$ cat config.mk
export PLATFORM = sky130hd
export DESIGN_NAME = sprite_motion_engine
export DESIGN_NICKNAME = d
export VERILOG_FILES = /design/src/rtl/sprite_motion_engine.sv
export SDC_FILE = /design/constraint.sdc
export NUM_CORES = 1
export LEC_CHECK = 0
export CORE_ASPECT_RATIO = 0.5
export CORE_MARGIN = 2
export CORE_UTILIZATION = 40
export CTS_CLUSTER_SIZE = 24
export DETAILED_ROUTE_END_ITERATION = 12
export GPL_ROUTABILITY_DRIVEN = 1
export PLACE_DENSITY = 0.69
export SYNTH_ARGS = -nofsm -noshare
export SYNTH_HDL_FRONTEND = slang
export SYNTH_SLANG_ARGS = --single-unit
$ cat constraint.sdc
create_clock -name clk -period 3.1 [get_ports clk]
set_input_delay 0.62 -clock clk [delete_from_list [all_inputs] [get_ports clk]]
set_output_delay 0.62 -clock clk [all_outputs]
set_load 0.01 [all_outputs]
$ cat src/rtl/sprite_motion_engine.sv
// ============================================================================
// Module      : sprite_motion_engine
// Description : Per-frame sprite motion with per-sprite clamping, plus a
//               registered hit test of the current pixel against every sprite.
// Revision    : 1.0 - initial release
// ============================================================================
`default_nettype none

module sprite_motion_engine #(
    parameter int NUM_OBJ = 2,
    parameter int XW      = 10,
    parameter int YW      = 9,
    parameter int HALF_W  = 25,
    parameter int HALF_H  = 33,
    parameter int STEP    = 1,
    parameter logic [NUM_OBJ*XW-1:0] X_INIT = {10'd560, 10'd80},
    parameter logic [NUM_OBJ*YW-1:0] Y_INIT = {9'd240, 9'd240},
    parameter logic [NUM_OBJ*XW-1:0] X_MIN  = {10'd370, 10'd26},
    parameter logic [NUM_OBJ*XW-1:0] X_MAX  = {10'd614, 10'd270},
    parameter logic [NUM_OBJ*YW-1:0] Y_MIN  = {9'd34, 9'd34},
    parameter logic [NUM_OBJ*YW-1:0] Y_MAX  = {9'd446, 9'd446}
) (
    input  logic                  clk,
    input  logic                  reset,
    input  logic                  screen_end,
    input  logic [NUM_OBJ-1:0]    btn_up,
    input  logic [NUM_OBJ-1:0]    btn_down,
    input  logic [NUM_OBJ-1:0]    btn_left,
    input  logic [NUM_OBJ-1:0]    btn_right,
    input  logic [NUM_OBJ-1:0]    boost,
    input  logic [NUM_OBJ-1:0]    hold,
    input  logic                  recentre,
    input  logic [XW-1:0]         x,
    input  logic [YW-1:0]         y,
    output logic [NUM_OBJ*XW-1:0] obj_x,
    output logic [NUM_OBJ*YW-1:0] obj_y,
    output logic                  frame_tick,
    output logic [15:0]           frame_cnt,
    output logic [NUM_OBJ-1:0]    hit,
    output logic                  hit_any,
    output logic [2:0]            hit_id
);

    localparam logic signed [XW+1:0] c_xStep1 = (XW+2)'(STEP);
    localparam logic signed [XW+1:0] c_xStep2 = (XW+2)'(2 * STEP);
    localparam logic signed [YW+1:0] c_yStep1 = (YW+2)'(STEP);
    localparam logic signed [YW+1:0] c_yStep2 = (YW+2)'(2 * STEP);
    localparam logic [XW-1:0]        c_halfW  = XW'(HALF_W);
    localparam logic [YW-1:0]        c_halfH  = YW'(HALF_H);

    logic               r_screenEndQ;
    logic [15:0]        r_frameCnt;
    logic [NUM_OBJ-1:0] r_hit;
    logic               r_hitAny;
    logic [2:0]         r_hitId;
    logic [NUM_OBJ-1:0] w_hitNow;
    logic [2:0]         w_hitId;
    logic               w_tick;

    assign w_tick = screen_end & ~r_screenEndQ;

    for (genvar gi = 0; gi < NUM_OBJ; gi++) begin : g_obj
        localparam logic [XW-1:0] c_xInit = X_INIT[gi*XW +: XW];
        localparam logic [YW-1:0] c_yInit = Y_INIT[gi*YW +: YW];
        localparam logic [XW-1:0] c_xMin  = X_MIN[gi*XW +: XW];
        localparam logic [XW-1:0] c_xMax  = X_MAX[gi*XW +: XW];
        localparam logic [YW-1:0] c_yMin  = Y_MIN[gi*YW +: YW];
        localparam logic [YW-1:0] c_yMax  = Y_MAX[gi*YW +: YW];

        logic [XW-1:0]        r_x;
        logic [YW-1:0]        r_y;
        logic signed [XW+1:0] w_dx;
        logic signed [XW+1:0] w_xCand;
        logic [XW-1:0]        w_xNext;
        logic signed [YW+1:0] w_dy;
        logic signed [YW+1:0] w_yCand;
        logic [YW-1:0]        w_yNext;
        logic [XW-1:0]        w_absDx;
        logic [YW-1:0]        w_absDy;

        // Candidate is two bits wider and signed so under/overshoot saturates instead of wrapping
        always_comb begin
            w_dx = '0;
            if (btn_right[gi] && !btn_left[gi])
                w_dx = boost[gi] ? c_xStep2 : c_xStep1;
            else if (btn_left[gi] && !btn_right[gi])
                w_dx = boost[gi] ? -c_xStep2 : -c_xStep1;
            w_xCand = $signed({2'b00, r_x}) + w_dx;
            if (w_xCand < $signed({2'b00, c_xMin}))
                w_xNext = c_xMin;
            else if (w_xCand > $signed({2'b00, c_xMax}))
                w_xNext = c_xMax;
            else
                w_xNext = w_xCand[XW-1:0];
        end

        always_comb begin
            w_dy = '0;
            if (btn_down[gi] && !btn_up[gi])
                w_dy = boost[gi] ? c_yStep2 : c_yStep1;
            else if (btn_up[gi] && !btn_down[gi])
                w_dy = boost[gi] ? -c_yStep2 : -c_yStep1;
            w_yCand = $signed({2'b00, r_y}) + w_dy;
            if (w_yCand < $signed({2'b00, c_yMin}))
                w_yNext = c_yMin;
            else if (w_yCand > $signed({2'b00, c_yMax}))
                w_yNext = c_yMax;
            else
                w_yNext = w_yCand[YW-1:0];
        end

        always_ff @(posedge clk or posedge reset) begin
            if (reset) begin
                r_x <= c_xInit;
                r_y <= c_yInit;
            end else if (recentre) begin
                r_x <= c_xInit;
                r_y <= c_yInit;
            end else if (w_tick && !hold[gi]) begin
                r_x <= w_xNext;
                r_y <= w_yNext;
            end
        end

        // Subtract the smaller from the larger so the distance never underflows
        assign w_absDx = (x >= r_x) ? (x - r_x) : (r_x - x);
        assign w_absDy = (y >= r_y) ? (y - r_y) : (r_y - y);
        assign w_hitNow[gi] = (w_absDx < c_halfW) && (w_absDy < c_halfH);

        assign obj_x[gi*XW +: XW] = r_x;
        assign obj_y[gi*YW +: YW] = r_y;
    end

    always_comb begin
        w_hitId = '0;
        for (int k = NUM_OBJ - 1; k >= 0; k--) begin
            if (w_hitNow[k])
                w_hitId = 3'(k);
        end
    end

    always_ff @(posedge clk or posedge reset) begin
        if (reset) begin
            r_screenEndQ <= 1'b0;
            r_frameCnt   <= '0;
            r_hit        <= '0;
            r_hitAny     <= 1'b0;
            r_hitId      <= '0;
        end else begin
            r_screenEndQ <= screen_end;
            if (w_tick)
                r_frameCnt <= r_frameCnt + 16'd1;
            r_hit    <= w_hitNow;
            r_hitAny <= |w_hitNow;
            r_hitId  <= w_hitId;
        end
    end

    assign frame_tick = w_tick;
    assign frame_cnt  = r_frameCnt;
    assign hit        = r_hit;
    assign hit_any    = r_hitAny;
    assign hit_id     = r_hitId;

endmodule

`default_nettype wire

* After elaboration in Yosys (flattened, before gate mapping)
Index checks and enable logic that the tools add are counted.
Word-level totals: bits in read-only memories 0, RAM bits 0, memories kept 0, output and inout port bits 61, bits in registers 61, latch bits 0, word-level logic and storage cells 103, bits of input ports 35
Operators by class: equality and inequality tests 0, $mul 0, mux-type cells 38, div/mod/pow operators 0, reduce and logical (&&, ||, !) cells 25, $add $sub $neg 13, $lt $le $gt $ge 16, bitwise operators 2, shift operators 0
Operators by type and width (count):
- two-way mux 10 bit | 10
- two-way mux 9 bit | 10
- two-way mux 12 bit | 4
- two-way mux 11 bit | 4
- subtractor 10 bit | 4
- subtractor 9 bit | 4
- adder 11 x 12 -> 12 bit | 2
- adder 10 x 11 -> 11 bit | 2
- greater-than comparator 11 x 10 -> 1 bit (second input constant) | 2
- < comparator 11 x 7 -> 1 bit (second input constant) | 2
- greater-or-equal comparator 10 bit | 2
- < comparator 10 x 5 -> 1 bit (second input constant) | 2
- greater-or-equal comparator 9 bit | 2
- < comparator 9 x 6 -> 1 bit (second input constant) | 2
- adder 16 x 1 -> 16 bit (second input constant) | 1
- greater-than comparator 12 x 10 -> 1 bit (second input constant) | 1
- greater-than comparator 12 x 11 -> 1 bit (second input constant) | 1
- logical AND 1 bit | 12
- < comparator 12 x 10 -> 1 bit (second input constant) | 1
- < comparator 12 x 6 -> 1 bit (second input constant) | 1
- logical NOT 1 bit | 10
- two-way mux 2 bit | 4
- two-way mux 1 bit | 5
- nonzero test 2 bit | 2
- other kinds (4) | 4

* Depth between registers and ports, before layout
word-level depth 10, mapped depth 18, gate-level depth less buffers 14

* Worst setup path after synthesis
Ideal clock, no wire load.
path kind input to register, start in btn_down[0], end reg g_obj[0].r_y[6], slack -1.011 ns, buffers on the path 3, required time 3.016 ns, data arrival time 4.027 ns, stages 16, path through nand2b_1 > clkbuf_1 > clkbuf_1 > a21oi_1 > ha_1 > inv_1 > fa_1 > clkbuf_1 > nand2b_1 > a21oi_1 > nor2_1 > a221oi_1 > or4b_1 > a32oi_1 > nor2_1 > a221o_1
Between the ends: longest elaborated chain between the ends 10, elaborated cells between the ends (all ways) 12, classes of those cells add/sub: 1; order compare: 2; mux: 6; reduce/logical: 3
RTL lines:
- from (decl) | line 27 | input logic [NUM_OBJ-1:0] btn_down,
- logical NOT 1 bit | line 101 | else if (btn_up[gi] && !btn_down[gi])
- logical AND 1 bit | line 101
- two-way mux 11 bit | line 101
- two-way mux 11 bit (*) | line 99 | if (btn_down[gi] && !btn_up[gi])
- adder 10 x 11 -> 11 bit (*) | line 103 | w_yCand = $signed({2'b00, r_y}) + w_dy;
- greater-than comparator 11 x 10 -> 1 bit | line 106 | else if (w_yCand > $signed({2'b00, c_yMax}))
- two-way mux 9 bit | line 106
- two-way mux 9 bit (*) | line 104 | if (w_yCand < $signed({2'b00, c_yMin}))
- two-way mux 9 bit (*) | line 119 | end else if (w_tick && !hold[gi]) begin
- two-way mux 9 bit (*) | line 116 | end else if (recentre) begin
- to (signal assigned) | line 115 | r_y <= c_yInit;
- to (signal assigned) | line 118 | r_y <= c_yInit;
- to (signal assigned) | line 121 | r_y <= w_yNext;
- to (decl) | line 71 | logic [YW-1:0] r_y;
Every way passes the cells marked *; elsewhere a longest branch is shown, timed or not. The select of a mux whose other input is x is not followed. A chain may end at the register's enable or synchronous reset.

* Worst setup path in the final report
start reg g_obj[0].r_x[2], end reg g_obj[0].r_x[5]
Between the ends: longest elaborated chain between the ends 6, elaborated cells between the ends (all ways) 7, classes of those cells add/sub: 1; order compare: 2; mux: 4
RTL lines:
- from (decl) | line 70 | logic [XW-1:0] r_x;
- from (signal assigned) | line 114 | r_x <= c_xInit;
- from (signal assigned) | line 117 | r_x <= c_xInit;
- from (signal assigned) | line 120 | r_x <= w_xNext;
- adder 11 x 12 -> 12 bit (*) | line 88 | w_xCand = $signed({2'b00, r_x}) + w_dx;
- greater-than comparator 12 x 10 -> 1 bit | line 91 | else if (w_xCand > $signed({2'b00, c_xMax}))
- two-way mux 10 bit | line 91
- two-way mux 10 bit (*) | line 89 | if (w_xCand < $signed({2'b00, c_xMin}))
- two-way mux 10 bit (*) | line 119
- two-way mux 10 bit (*) | line 116
Marks and branches as above.

==> flow_metrics.env <==
export IMPL_run_status="complete, but fails checks"
export IMPL_failed_checks="setup timing"
export IMPL_clock_fmax_ghz=0.2972
export IMPL_crit_buf_inv=3
export IMPL_synthAdderAreaFrac_pct=15.14
export IMPL_grt_first_pass_wirelength_mm=50.38
export IMPL_fp_dieH_um=106.1
export IMPL_grt_max_degree=60
export IMPL_htreeDepth=3
export IMPL_fin_crit_sh_pct=108.6
export IMPL_slowest_delay_ns=0.58
export IMPL_ios=96
export IMPL_switching_share_pct=37.31
export IMPL_antenna_cells=0
export IMPL_power_density_nw_per_um2=277.3
export IMPL_grt_remaining_overflow=0
export IMPL_placed_cell_area_sq_um=12080
export IMPL_crit_chain="buf_4 -> or4b_4 -> or4_4 -> a21oi_2 -> o2111ai_2 -> buf_4 -> a22oi_2 -> o21bai_4 -> a21o_4 -> buf_6 -> o211ai_1 -> o21a_1"
export IMPL_numCtsBuffers=9
export IMPL_wl_mm=32.63
export IMPL_drt_drc_violations_left=0
export IMPL_synthFlopType="dfrtp_1"
export IMPL_max_clock_path_buffers=2
export IMPL_synthArstFlopShare_pct=100.0
export IMPL_yosys_area_share_simple_pct=22.39
export IMPL_min_period_ns=3.365
export IMPL_synth_edf_count=0
export IMPL_gp_congestion=0.9391
export IMPL_muxShareOfSynthArea_pct=2.969
export IMPL_cts_hold_buffers=0
export IMPL_layout_setup_ws_ns=-0.2652
export IMPL_synth_largest_area_cell="dfrtp_1"
export IMPL_crit_path_frequent_cell="buf_4"
export IMPL_critPathKind="reg -> reg"
export IMPL_end_kind="flop"
export IMPL_fp_row_count=37
export IMPL_ys_ff_latch=59
export IMPL_die_area_sq_um=22100
export IMPL_start_util_pct=40.69
export IMPL_synth_top_family_by_area="compound AO/OA/AOI/OAI gates"
export IMPL_root_buffer="clkbuf_16"
export IMPL_insertion_delay_ns=0.34
export IMPL_grt_use_total_pct=28.06
export IMPL_setup_viol_count_final=28
export IMPL_post_route_util_pct=68.76
export IMPL_whs_ns=0.4769
export IMPL_syn2layout_area_growth_pct=69.01
export IMPL_first_global_vias=10170
export IMPL_dpl_cell_count=1699
export IMPL_fp_coreArea_sq_um=20510
export IMPL_cts_tree="yes"
export IMPL_seqPwrFrac_pct=23.2
export IMPL_final_cell_mix="buf_4 (363), nand2_1 (65), inv_1 (64), clkdlybuf4s50_1 (64), a21oi_1 (60)"
export IMPL_drive_gt1_share_pct=45.56
export IMPL_comb_power_share_pct=50.1
export IMPL_final_seq_area_sq_um=1498
export IMPL_clkTransAtPathRegs_ns=0.06
export IMPL_p_leak_nw=6.252
export IMPL_die_w_um=208.3
export IMPL_synth_area_leaders="dfrtp_1 (14%), ha_1 (12%), a21oi_1 (4.8%)"
export IMPL_synth_cell_types=101
export IMPL_layout_commonest_cell="buf_4"
export IMPL_ys_warn_count=0
export IMPL_firstDrtPassIters=5
export IMPL_placement_io_buffers=93
export IMPL_synth_top_area_share_pct=13.80
export IMPL_startpoint_type="flop"
export IMPL_max_slew_margin_pct=50.28
export IMPL_hpwl_mm=23.91
export IMPL_fin_area_sq_um=14100
export IMPL_critPathTopFamily="compound AO/OA/AOI/OAI gates"
export IMPL_worst_ep_required_time_ns=3.38
export IMPL_total_power_mw=3.910
export IMPL_synth_compound_area_share_pct=27.98
export IMPL_slowest_stage="or4b_4"
export IMPL_syn_area_per_cell_sq_um=7.806
export IMPL_max_cap_violations=0
export IMPL_ir_drop_uv=350.9
export IMPL_slew_viol_final=0
export IMPL_multi_input_area_sq_um=7660
export IMPL_internal_power_mw=2.451
export IMPL_drtIter0Drc=863
export IMPL_pwr_share_clk_pct=26.7
export IMPL_viasPerCell=5.803
export IMPL_ys_seq_area_share_pct=17.89
export IMPL_crit_fanout=5
export IMPL_finalNonFillerCells=1783
export IMPL_synth_xor_area_share_pct=6.403
export IMPL_p_switching_mw=1.459
export IMPL_avgRoutedWirePerCell_um=18.30
export IMPL_finClkSkew_ns=0.007368
export IMPL_ant_nets=0
export IMPL_vias=10350
export IMPL_synthesis_area_sq_um=8344
export IMPL_rsz0062_at_grt="yes"
export IMPL_clock_sinks=59
export IMPL_syn_inst=1069
export IMPL_worst_slew_pin_slew_ns=0.7458
export IMPL_setup_tns_ns=-3.660
export IMPL_nets=1633
export IMPL_hp_class="reg -> reg"
export IMPL_hold_viol=0
export IMPL_critPathArrivalTime_ns=3.64
export IMPL_dpl_worst_slack_ns=-0.9832
export IMPL_antenna_found_initial=0
export IMPL_nFillCells=1484
-- layout make-up --
cell class	instances	area share, %
clock buffers	9	1.597
clock inverters	7	0.5767
inverters	87	2.360
multi-input cells	867	54.32
flip-flops and latches	59	10.62
well taps	273	2.422
repair buffers	481	28.11
-- routing by layer --
layer | share of wire (%) | wire [um] | track usage [%]
met1 | 44 | 14340 | 36.67
met5 | 0 | 0 | 0
met4 | 1.9 | 605 | 6.732
met3 | 6.3 | 2061 | 4.520
met2 | 48 | 15620 | 48.69
-- cells in the mapped netlist, drive strengths merged, types with 16 or more instances --
| cell | number |
|---|---|
| inv | 86 |
| ha | 81 |
| a21oi | 80 |
| nand2 | 72 |
| o21ai | 66 |
| nor2 | 59 |
| dfrtp | 46 |
| xnor2 | 45 |
| clkbuf | 43 |
| nand3 | 42 |
| nor3 | 41 |
| nand4 | 23 |
| nand2b | 19 |
| mux2i | 18 |
| a21o | 17 |
| a31oi | 17 |
| nor4 | 16 |
| xor2 | 16 |
-- path summary, 6_finish.rpt --
check	endpoint	start	slack [ns]	cells after the start
max	g_obj[0].r_x[5]	g_obj[0].r_x[2]	-0.27	12
max in group asynchronous	g_obj[0].r_x[4]	reset	2.11	3
min	frame_cnt[15]	frame_cnt[15]	0.48	1
min reg2reg	frame_cnt[15]	frame_cnt[15]	0.48	1
max reg2reg	g_obj[0].r_x[5]	g_obj[0].r_x[2]	-0.27	12
min in group asynchronous	frame_cnt[6]	reset	0.65	3
-- state kept, by name (all words and copies together) (netlist names) --
signal and cells:
frame_cnt 16, g_obj.r_y 18, hit 2, hit_id 1
r_screenEndQ 1, g_obj.r_x 20, hit_any 1
-- power by group through the flow --
stage / sequential, mW / combinational (mW) / clock, mW
after floorplan: 0.923 / 0.873 / 0
after global placement: 0.910 / 1.56 / 0
after detailed placement: 0.910 / 1.59 / 0
after CTS: 0.903 / 1.77 / 1.05
after global routing: 0.916 / 2.10 / 1.10
final: 0.907 / 1.96 / 1.04
-- worst register-to-register path, cell delays in order (launching register included) --
cell and delay, ns:
dfrtp_1 0.47, buf_4 0.18, or4b_4 0.58, or4_4 0.56
a21oi_2 0.21, o2111ai_2 0.13, buf_4 0.16, a22oi_2 0.23
o21bai_4 0.09, a21o_4 0.24, buf_6 0.12, o211ai_1 0.18
o21a_1 0.15
-- cells by family after synthesis --
| logic type | after synthesis |
|---|---|
| AO/OA/AOI/OAI | 336 |
| XOR/XNOR | 61 |
| adder cells (fa/ha/maj) | 94 |
| buffers and inverters | 144 |
| flip-flops | 59 |
| multiplexers | 24 |
| other | 1 |
| AND/OR/NAND/NOR | 350 |
-- repair_timing --
action,CTS,global route
setup endpoints to repair,41,38
pin swaps,100,85
resized for setup,201,135
setup buffers,42,26
Power figures use the tool's default switching activity.
